File: src/rtl/control_multi_if.sv
// Control bundle between the multicycle sequencer and the shared datapath.
// The datapath drives the opcode and memory ready; the sequencer drives the strobes.
interface control_multi_if;
  logic [6:0]  iOp;
  logic        iMemReady;
  logic        oPCWrite;
  logic        oPCWriteCond;
  logic [1:0]  oPCSource;
  logic        oIorD;
  logic        oMemRead;
  logic        oMemWrite;
  logic        oIRWrite;
  logic        oRegWrite;
  logic [1:0]  oMemtoReg;
  logic [1:0]  oALUSrcA;
  logic [1:0]  oALUSrcB;
  logic [1:0]  oALUOp;
  logic [3:0]  oState;
  logic [31:0] oInstCount;
  logic        oIllegal;

  modport slave (
    input  iOp, iMemReady,
    output oPCWrite, oPCWriteCond, oPCSource,
    output oIorD, oMemRead, oMemWrite, oIRWrite,
    output oRegWrite, oMemtoReg,
    output oALUSrcA, oALUSrcB, oALUOp,
    output oState, oInstCount, oIllegal
  );

  modport master (
    output iOp, iMemReady,
    input  oPCWrite, oPCWriteCond, oPCSource,
    input  oIorD, oMemRead, oMemWrite, oIRWrite,
    input  oRegWrite, oMemtoReg,
    input  oALUSrcA, oALUSrcB, oALUOp,
    input  oState, oInstCount, oIllegal
  );
endinterface

File: src/rtl/control_multi.sv
// Multicycle RISC-V control sequencer: Moore FSM with registered strobes,
// memory-ready gating of the fetch loads, retire counter and sticky trap.
module control_multi (
  input logic        iClk,
  input logic        iClr,
  control_multi_if.slave bus
);

  typedef enum logic [3:0] {
    FETCH    = 4'd0,
    DECODE   = 4'd1,
    MEMADDR  = 4'd2,
    MEMREAD  = 4'd3,
    LOADWB   = 4'd4,
    MEMWRITE = 4'd5,
    EXEC_R   = 4'd6,
    ALUWB    = 4'd7,
    EXEC_I   = 4'd8,
    BRANCH   = 4'd9,
    JAL      = 4'd10,
    AUIPC    = 4'd11,
    LUI      = 4'd12,
    TRAP     = 4'd13,
    BAD14    = 4'd14,
    BAD15    = 4'd15
  } state_t;

  typedef struct packed {
    logic       pcWrite;
    logic       pcCond;
    logic [1:0] pcSrc;
    logic       iorD;
    logic       memRead;
    logic       memWrite;
    logic       fetch;
    logic       regWrite;
    logic [1:0] memtoReg;
    logic [1:0] srcA;
    logic [1:0] srcB;
    logic [1:0] aluOp;
  } ctrl_t;

  state_t state;
  state_t nxt;
  ctrl_t  ctrl;
  logic [31:0] count;
  logic        illegal;
  logic        retire;

  function automatic state_t nextOf(state_t s, logic [6:0] op, logic rdy);
    state_t n;
    n = FETCH;
    case (s)
      FETCH:    n = rdy ? DECODE : FETCH;
      DECODE: begin
        case (op)
          7'b0000011,
          7'b0100011: n = MEMADDR;
          7'b0110011: n = EXEC_R;
          7'b0010011: n = EXEC_I;
          7'b1100011: n = BRANCH;
          7'b1101111: n = JAL;
          7'b0010111: n = AUIPC;
          7'b0110111: n = LUI;
          default:    n = TRAP;
        endcase
      end
      MEMADDR:  n = (op == 7'b0000011) ? MEMREAD : MEMWRITE;
      MEMREAD:  n = rdy ? LOADWB : MEMREAD;
      MEMWRITE: n = rdy ? FETCH : MEMWRITE;
      EXEC_R:   n = ALUWB;
      EXEC_I:   n = ALUWB;
      AUIPC:    n = ALUWB;
      LUI:      n = ALUWB;
      TRAP:     n = TRAP;
      default:  n = FETCH;
    endcase
    return n;
  endfunction

  function automatic ctrl_t ctrlFor(state_t s);
    ctrl_t c;
    c = '0;
    case (s)
      FETCH: begin
        c.memRead = 1'b1;
        c.srcB    = 2'b01;
        c.fetch   = 1'b1;
      end
      DECODE: begin
        c.srcA = 2'b10;
        c.srcB = 2'b10;
      end
      MEMADDR: begin
        c.srcA = 2'b01;
        c.srcB = 2'b10;
      end
      MEMREAD: begin
        c.memRead = 1'b1;
        c.iorD    = 1'b1;
      end
      LOADWB: begin
        c.regWrite = 1'b1;
        c.memtoReg = 2'b01;
      end
      MEMWRITE: begin
        c.memWrite = 1'b1;
        c.iorD     = 1'b1;
      end
      EXEC_R: begin
        c.srcA  = 2'b01;
        c.aluOp = 2'b10;
      end
      ALUWB:  c.regWrite = 1'b1;
      EXEC_I: begin
        c.srcA  = 2'b01;
        c.srcB  = 2'b10;
        c.aluOp = 2'b11;
      end
      BRANCH: begin
        c.srcA   = 2'b01;
        c.aluOp  = 2'b01;
        c.pcCond = 1'b1;
        c.pcSrc  = 2'b01;
      end
      JAL: begin
        c.regWrite = 1'b1;
        c.memtoReg = 2'b10;
        c.pcWrite  = 1'b1;
        c.pcSrc    = 2'b01;
      end
      AUIPC: begin
        c.srcA = 2'b10;
        c.srcB = 2'b10;
      end
      LUI: begin
        c.srcA = 2'b11;
        c.srcB = 2'b10;
      end
      default: c = '0;
    endcase
    return c;
  endfunction

  assign nxt = nextOf(state, bus.iOp, bus.iMemReady);

  assign retire = (state == LOADWB) || (state == ALUWB) ||
                  (state == BRANCH) || (state == JAL) ||
                  ((state == MEMWRITE) && bus.iMemReady);

  // State, strobes for the next state, retire count and trap flag.
  always_ff @(posedge iClk) begin
    if (iClr) begin
      state   <= FETCH;
      ctrl    <= ctrlFor(FETCH);
      count   <= '0;
      illegal <= 1'b0;
    end else begin
      state   <= nxt;
      ctrl    <= ctrlFor(nxt);
      count   <= count + {31'd0, retire};
      illegal <= illegal | (nxt == TRAP);
    end
  end

  assign bus.oPCWrite     = ctrl.pcWrite | (ctrl.fetch & bus.iMemReady);
  assign bus.oIRWrite     = ctrl.fetch & bus.iMemReady;
  assign bus.oPCWriteCond = ctrl.pcCond;
  assign bus.oPCSource    = ctrl.pcSrc;
  assign bus.oIorD        = ctrl.iorD;
  assign bus.oMemRead     = ctrl.memRead;
  assign bus.oMemWrite    = ctrl.memWrite;
  assign bus.oRegWrite    = ctrl.regWrite;
  assign bus.oMemtoReg    = ctrl.memtoReg;
  assign bus.oALUSrcA     = ctrl.srcA;
  assign bus.oALUSrcB     = ctrl.srcB;
  assign bus.oALUOp       = ctrl.aluOp;
  assign bus.oState       = state;
  assign bus.oInstCount   = count;
  assign bus.oIllegal     = illegal;

endmodule

File: src/flat_wrapper.sv
// flat-port wrapper written by rule: the top's interface ports become plain ports
module control_multi_flat 
  (iClk, iClr, bus_iOp, bus_iMemReady, bus_oPCWrite, bus_oPCWriteCond, bus_oPCSource, bus_oIorD, bus_oMemRead, bus_oMemWrite, bus_oIRWrite, bus_oRegWrite, bus_oMemtoReg, bus_oALUSrcA, bus_oALUSrcB, bus_oALUOp, bus_oState, bus_oInstCount, bus_oIllegal);
  control_multi_if bus_i ();
  input logic iClk;
  input logic iClr;
  input wire logic [$bits(bus_i.iOp)-1:0] bus_iOp;
  input wire logic [$bits(bus_i.iMemReady)-1:0] bus_iMemReady;
  output wire logic [$bits(bus_i.oPCWrite)-1:0] bus_oPCWrite;
  output wire logic [$bits(bus_i.oPCWriteCond)-1:0] bus_oPCWriteCond;
  output wire logic [$bits(bus_i.oPCSource)-1:0] bus_oPCSource;
  output wire logic [$bits(bus_i.oIorD)-1:0] bus_oIorD;
  output wire logic [$bits(bus_i.oMemRead)-1:0] bus_oMemRead;
  output wire logic [$bits(bus_i.oMemWrite)-1:0] bus_oMemWrite;
  output wire logic [$bits(bus_i.oIRWrite)-1:0] bus_oIRWrite;
  output wire logic [$bits(bus_i.oRegWrite)-1:0] bus_oRegWrite;
  output wire logic [$bits(bus_i.oMemtoReg)-1:0] bus_oMemtoReg;
  output wire logic [$bits(bus_i.oALUSrcA)-1:0] bus_oALUSrcA;
  output wire logic [$bits(bus_i.oALUSrcB)-1:0] bus_oALUSrcB;
  output wire logic [$bits(bus_i.oALUOp)-1:0] bus_oALUOp;
  output wire logic [$bits(bus_i.oState)-1:0] bus_oState;
  output wire logic [$bits(bus_i.oInstCount)-1:0] bus_oInstCount;
  output wire logic [$bits(bus_i.oIllegal)-1:0] bus_oIllegal;
  assign bus_i.iOp = bus_iOp;
  assign bus_i.iMemReady = bus_iMemReady;
  assign bus_oPCWrite = bus_i.oPCWrite;
  assign bus_oPCWriteCond = bus_i.oPCWriteCond;
  assign bus_oPCSource = bus_i.oPCSource;
  assign bus_oIorD = bus_i.oIorD;
  assign bus_oMemRead = bus_i.oMemRead;
  assign bus_oMemWrite = bus_i.oMemWrite;
  assign bus_oIRWrite = bus_i.oIRWrite;
  assign bus_oRegWrite = bus_i.oRegWrite;
  assign bus_oMemtoReg = bus_i.oMemtoReg;
  assign bus_oALUSrcA = bus_i.oALUSrcA;
  assign bus_oALUSrcB = bus_i.oALUSrcB;
  assign bus_oALUOp = bus_i.oALUOp;
  assign bus_oState = bus_i.oState;
  assign bus_oInstCount = bus_i.oInstCount;
  assign bus_oIllegal = bus_i.oIllegal;
  control_multi u_core (.iClk(iClk), .iClr(iClr), .bus(bus_i));
endmodule
File: config.mk
export PLATFORM = sky130hd
export DESIGN_NAME = control_multi_flat
export DESIGN_NICKNAME = d
export VERILOG_FILES = /design/src/rtl/control_multi_if.sv /design/src/rtl/control_multi.sv /design/src/flat_wrapper.sv
export SDC_FILE = /design/constraint.sdc
export NUM_CORES = 1
export LEC_CHECK = 0
export ABC_AREA = 1
export CAP_MARGIN = 25
export CORE_ASPECT_RATIO = 0.7
export CORE_MARGIN = 2
export CORE_UTILIZATION = 53
export CTS_BUF_LIST = sky130_fd_sc_hd__clkbuf_4 sky130_fd_sc_hd__clkbuf_8 sky130_fd_sc_hd__clkbuf_16
export CTS_CLUSTER_DIAMETER = 100
export DETAILED_ROUTE_END_ITERATION = 8
export HOLD_SLACK_MARGIN = 0.06
export PLACE_DENSITY = 0.89
export SETUP_SLACK_MARGIN = 0.15
export SYNTH_ARGS = -nofsm -noshare
export SYNTH_HDL_FRONTEND = slang
export SYNTH_SLANG_ARGS = --single-unit
File: constraint.sdc
create_clock -name iClk -period 3.5 [get_ports iClk]
set_input_delay 0.7 -clock iClk [delete_from_list [all_inputs] [get_ports iClk]]
set_output_delay 0.7 -clock iClk [all_outputs]
set_load 0.005 [all_outputs]
==> flow_summary_export.csv <==
group,metric,value,unit
outcome,outcome,"finished, final reports clean",
cells_and_area,syn_to_final_growth,29.30,%
power,total_power,1684,µW
power,p_int,1087,µW
worst_hold_path,hp-class,"register to register",
setup_path,r2r_start,"u_core.bus.oState[3]",
global_route,globalRouteTotalUtil,24.68,%
clock_network,clkSinkCount,51,
cells_and_area,diodes,0,
cells_and_area,drive_above_1_share,12.56,%
setup_path,crit_fanout,5,
setup_path,r2r_slack,800,ps
logic_synthesis,syn_inst,389,
clock_network,numCtsBuffers,5,
clock_network,cts-root-buf,"clkbuf_8",
clock_network,cts_tree,"built",
clock_network,htreeDepth,2,
detailed_routing,vias,2695,
logic_synthesis,netlist_area,2681,µm²
timing,fmax,0.3403,GHz
clock_network,clock_path_buffers,2,
clock_network,cts.repair.resized,0,
worst_hold_path,worst_hold_path.endpoint,"u_core.bus.oIllegal",
clock_network,insertion_delay,300,ps
global_route,grt_overflow,0,
timing,timing.final.ws_setup,561.2,ps
logic_synthesis,synth_fp_nets,401,
place,gp_congestion,0.9222,
detailed_routing,wl,6587,µm
worst_hold_path,holdPathStages,2,
logic_synthesis,syn_avg_cell_area,6.893,µm²
timing,worstMarginPinSlew,501.9,ps
timing,finalSetupViolCount,0,
clock_network,post_cts_buffers,0,
global_route,grt_pass1_wl,11050,µm
setup_path,cp-start-kind,"input port",
place,port_buffers,62,
global_route,antenna_found_initial,0,
logic_synthesis,yosysSeqAreaShare,38.08,%
power,netSwitchingFraction,35.44,%
logic_synthesis,synthTopCellsByArea,"dfxtp_1 38%, nand2_1 11%, inv_1 7.4%",
global_route,grt_max_degree,36,
logic_synthesis,ys_seq_elements,51,
setup_path,rr_endpoint,"u_core.bus.oInstCount[28]",
power,p_seq_share,40.8,%
timing,hold_viol,0,
floorplan,die_w,89.02,µm
power,p_sw,596.8,µW
setup_path,rr_worst_depth,13,
logic_synthesis,yosys_warnings,0,
timing,skew,7.293,ps
floorplan,num_io_pins,64,
detailed_routing,route.detailed.drc,0,
timing,grt_setup_unrepaired,"no",
clock_network,clk_pin_slew,90,ps
detailed_routing,ant_nets,0,
power,cellLeakagePower,0.001327,µW
run,cap_viol_max_count,0,
floorplan,coreArea,4835,µm²
timing,setup_tns,0,ps
cells_and_area,final_common_cell,"nand2_1",
clock_network,postCtsHoldBufs,0,
timing,slew_viol_final,0,
floorplan,die_h,63.51,µm
logic_synthesis,yosysTopAreaCell,"dfxtp_1",
floorplan,initial_core_util,55.46,%
cells_and_area,fin_nets,465,
detailed_routing,wire_per_inst,12.59,µm
timing,fin_hold_ws,453.6,ps
setup_path,crit_type,"input port to register",
power,peakVddDrop,0.1936,mV
setup_path,crit_required,3680,ps
timing,slew-limit-headroom,66.50,%
detailed_routing,vias_per_cell,5.153,
setup_path,end_kind,"register",
floorplan,rows,21,
place,dpl.hpwl,5029,µm
logic_synthesis,synth.distinct_cells,40,
cells_and_area,layout_common_cells,"76 x nand2_1, 62 x clkdlybuf4s50_1, 53 x inv_1",
floorplan,dieArea,5653,µm²
detailed_routing,drt_iter0_drc,135,
detailed_routing,firstDrtPassIters,4,
timing,layout_min_cycle_time,2939,ps
logic_synthesis,synth_top_area_share,38.08,%
setup_path,worstPathArrival,3120,ps
power,clkPwrFrac,21.3,%
timing,fin_crit_sh,83.97,%
power,p_comb_share,37.8,%
place,post-place-ws,295.4,ps
global_route,grt_pass1_vias,2371,
power,p_per_area,485.7,nW/µm²
cells_and_area,fillers,411,
worst_hold_path,worstHoldStart,"u_core.bus.oIllegal",
worst max-delay path by stage:
stage                        startpoint                   endpoint  slack, ps
after CTS                 bus_iMemReady  u_core.bus.oInstCount[28]        580
after global routing      bus_iMemReady  u_core.bus.oInstCount[28]        320
after detailed placement  bus_iMemReady  u_core.bus.oInstCount[28]        300
after floorplan           bus_iMemReady  u_core.bus.oInstCount[30]       1140
after global placement    bus_iMemReady  u_core.bus.oInstCount[28]        390
final                     bus_iMemReady  u_core.bus.oInstCount[28]        560
Yosys cell counts:
| cell type | instances |
|---|---|
| a21boi_0 | 1 |
| a21oi_1 | 23 |
| a22oi_1 | 1 |
| a31oi_1 | 1 |
| buf_1 | 1 |
| buf_2 | 1 |
| buf_4 | 1 |
| clkbuf_1 | 3 |
| clkinv_1 | 1 |
| conb_1 | 1 |
| dfxtp_1 | 51 |
| ha_1 | 2 |
| inv_1 | 53 |
| inv_2 | 12 |
| nand2_1 | 76 |
| nand2_2 | 6 |
| nand3_1 | 19 |
| nand3_2 | 2 |
| nand4_1 | 9 |
| nand4_2 | 1 |
| nor2_1 | 50 |
| nor2_2 | 10 |
| nor2_4 | 6 |
| nor3_1 | 14 |
| nor3_2 | 4 |
| nor3_4 | 2 |
| nor3b_1 | 3 |
| nor3b_2 | 1 |
| nor4_1 | 2 |
| nor4_2 | 1 |
| o211ai_1 | 1 |
| o21a_1 | 2 |
| o21ai_0 | 11 |
| o21ai_1 | 5 |
| o21ai_2 | 1 |
| o41ai_1 | 1 |
| or2_0 | 4 |
| or2_2 | 2 |
| xnor2_1 | 1 |
| xor2_1 | 3 |
cell families after synthesis:
kind of cell / after synthesis / share of synthesized area, %
xor+xnor: 4 / 1.307
flops: 51 / 38.08
other cells: 1 / 0.1399
compound gates: 47 / 9.566
fa+ha+maj: 2 / 0.9331
simple gates: 212 / 39.71
buf+inv: 72 / 10.27
metrics by stage:
| stage | instances | utilization (%) | instance area, µm² |
|---|---|---|---|
| detailed placement | 515 | 69.67 | 3368 |
| floorplan | 389 | - | 2681 |
| global route | 523 | 71.71 | 3467 |
| CTS | 523 | 71.71 | 3467 |
| finish | 523 | 71.71 | 3467 |
| global placement | 515 | 69.67 | 3368 |
state kept, by name (all words and copies together) (netlist names), 2 cells and up:
register / count
u_core.bus.oInstCount: 32
u_core.bus.oState: 4
u_core.bus.oALUOp: 2
u_core.bus.oALUSrcA: 2
u_core.bus.oALUSrcB: 2
u_core.bus.oMemtoReg: 2
power groups by stage:
stage	logic [µW]	clock network [µW]	registers, µW
finish	637	359	688
global route	706	388	696
CTS	634	361	688
detailed placement	632	0	703
global placement	625	0	699
floorplan	386	0	707
layout make-up:
type	instances	area [µm²]	area share, %
repair buffers	63	628.1	18.12
well taps	69	86.33	2.490
clock buffers	7	90.09	2.598
flip-flops and latches	51	1021	29.45
clock inverters	1	8.758	0.2526
multi-input cells	266	1385	39.95
inverters	66	247.7	7.145
routing by layer:
layer | up-vias | global-route usage (%) | routed length, µm
met3 | 12 | 5.636 | 367
li1 | 1358 | - | -
met2 | 98 | 36.29 | 2838
met4 | 0 | 5.597 | 85
met5 | - | 0 | 0
met1 | 1227 | 36.66 | 3295
critical path, stage by stage:
cell and delay [ps]:
clkdlybuf4s50_1 550, o211ai_1 120, o41ai_1 90, ha_1 260, ha_1 190, nand3_1 120
inv_2 90, nand2_2 70, nor3_4 180, nand2_2 110, inv_1 130, nand4_1 170
nor3_1 250, nor3b_2 70
(Power assumes the default switching activity.)
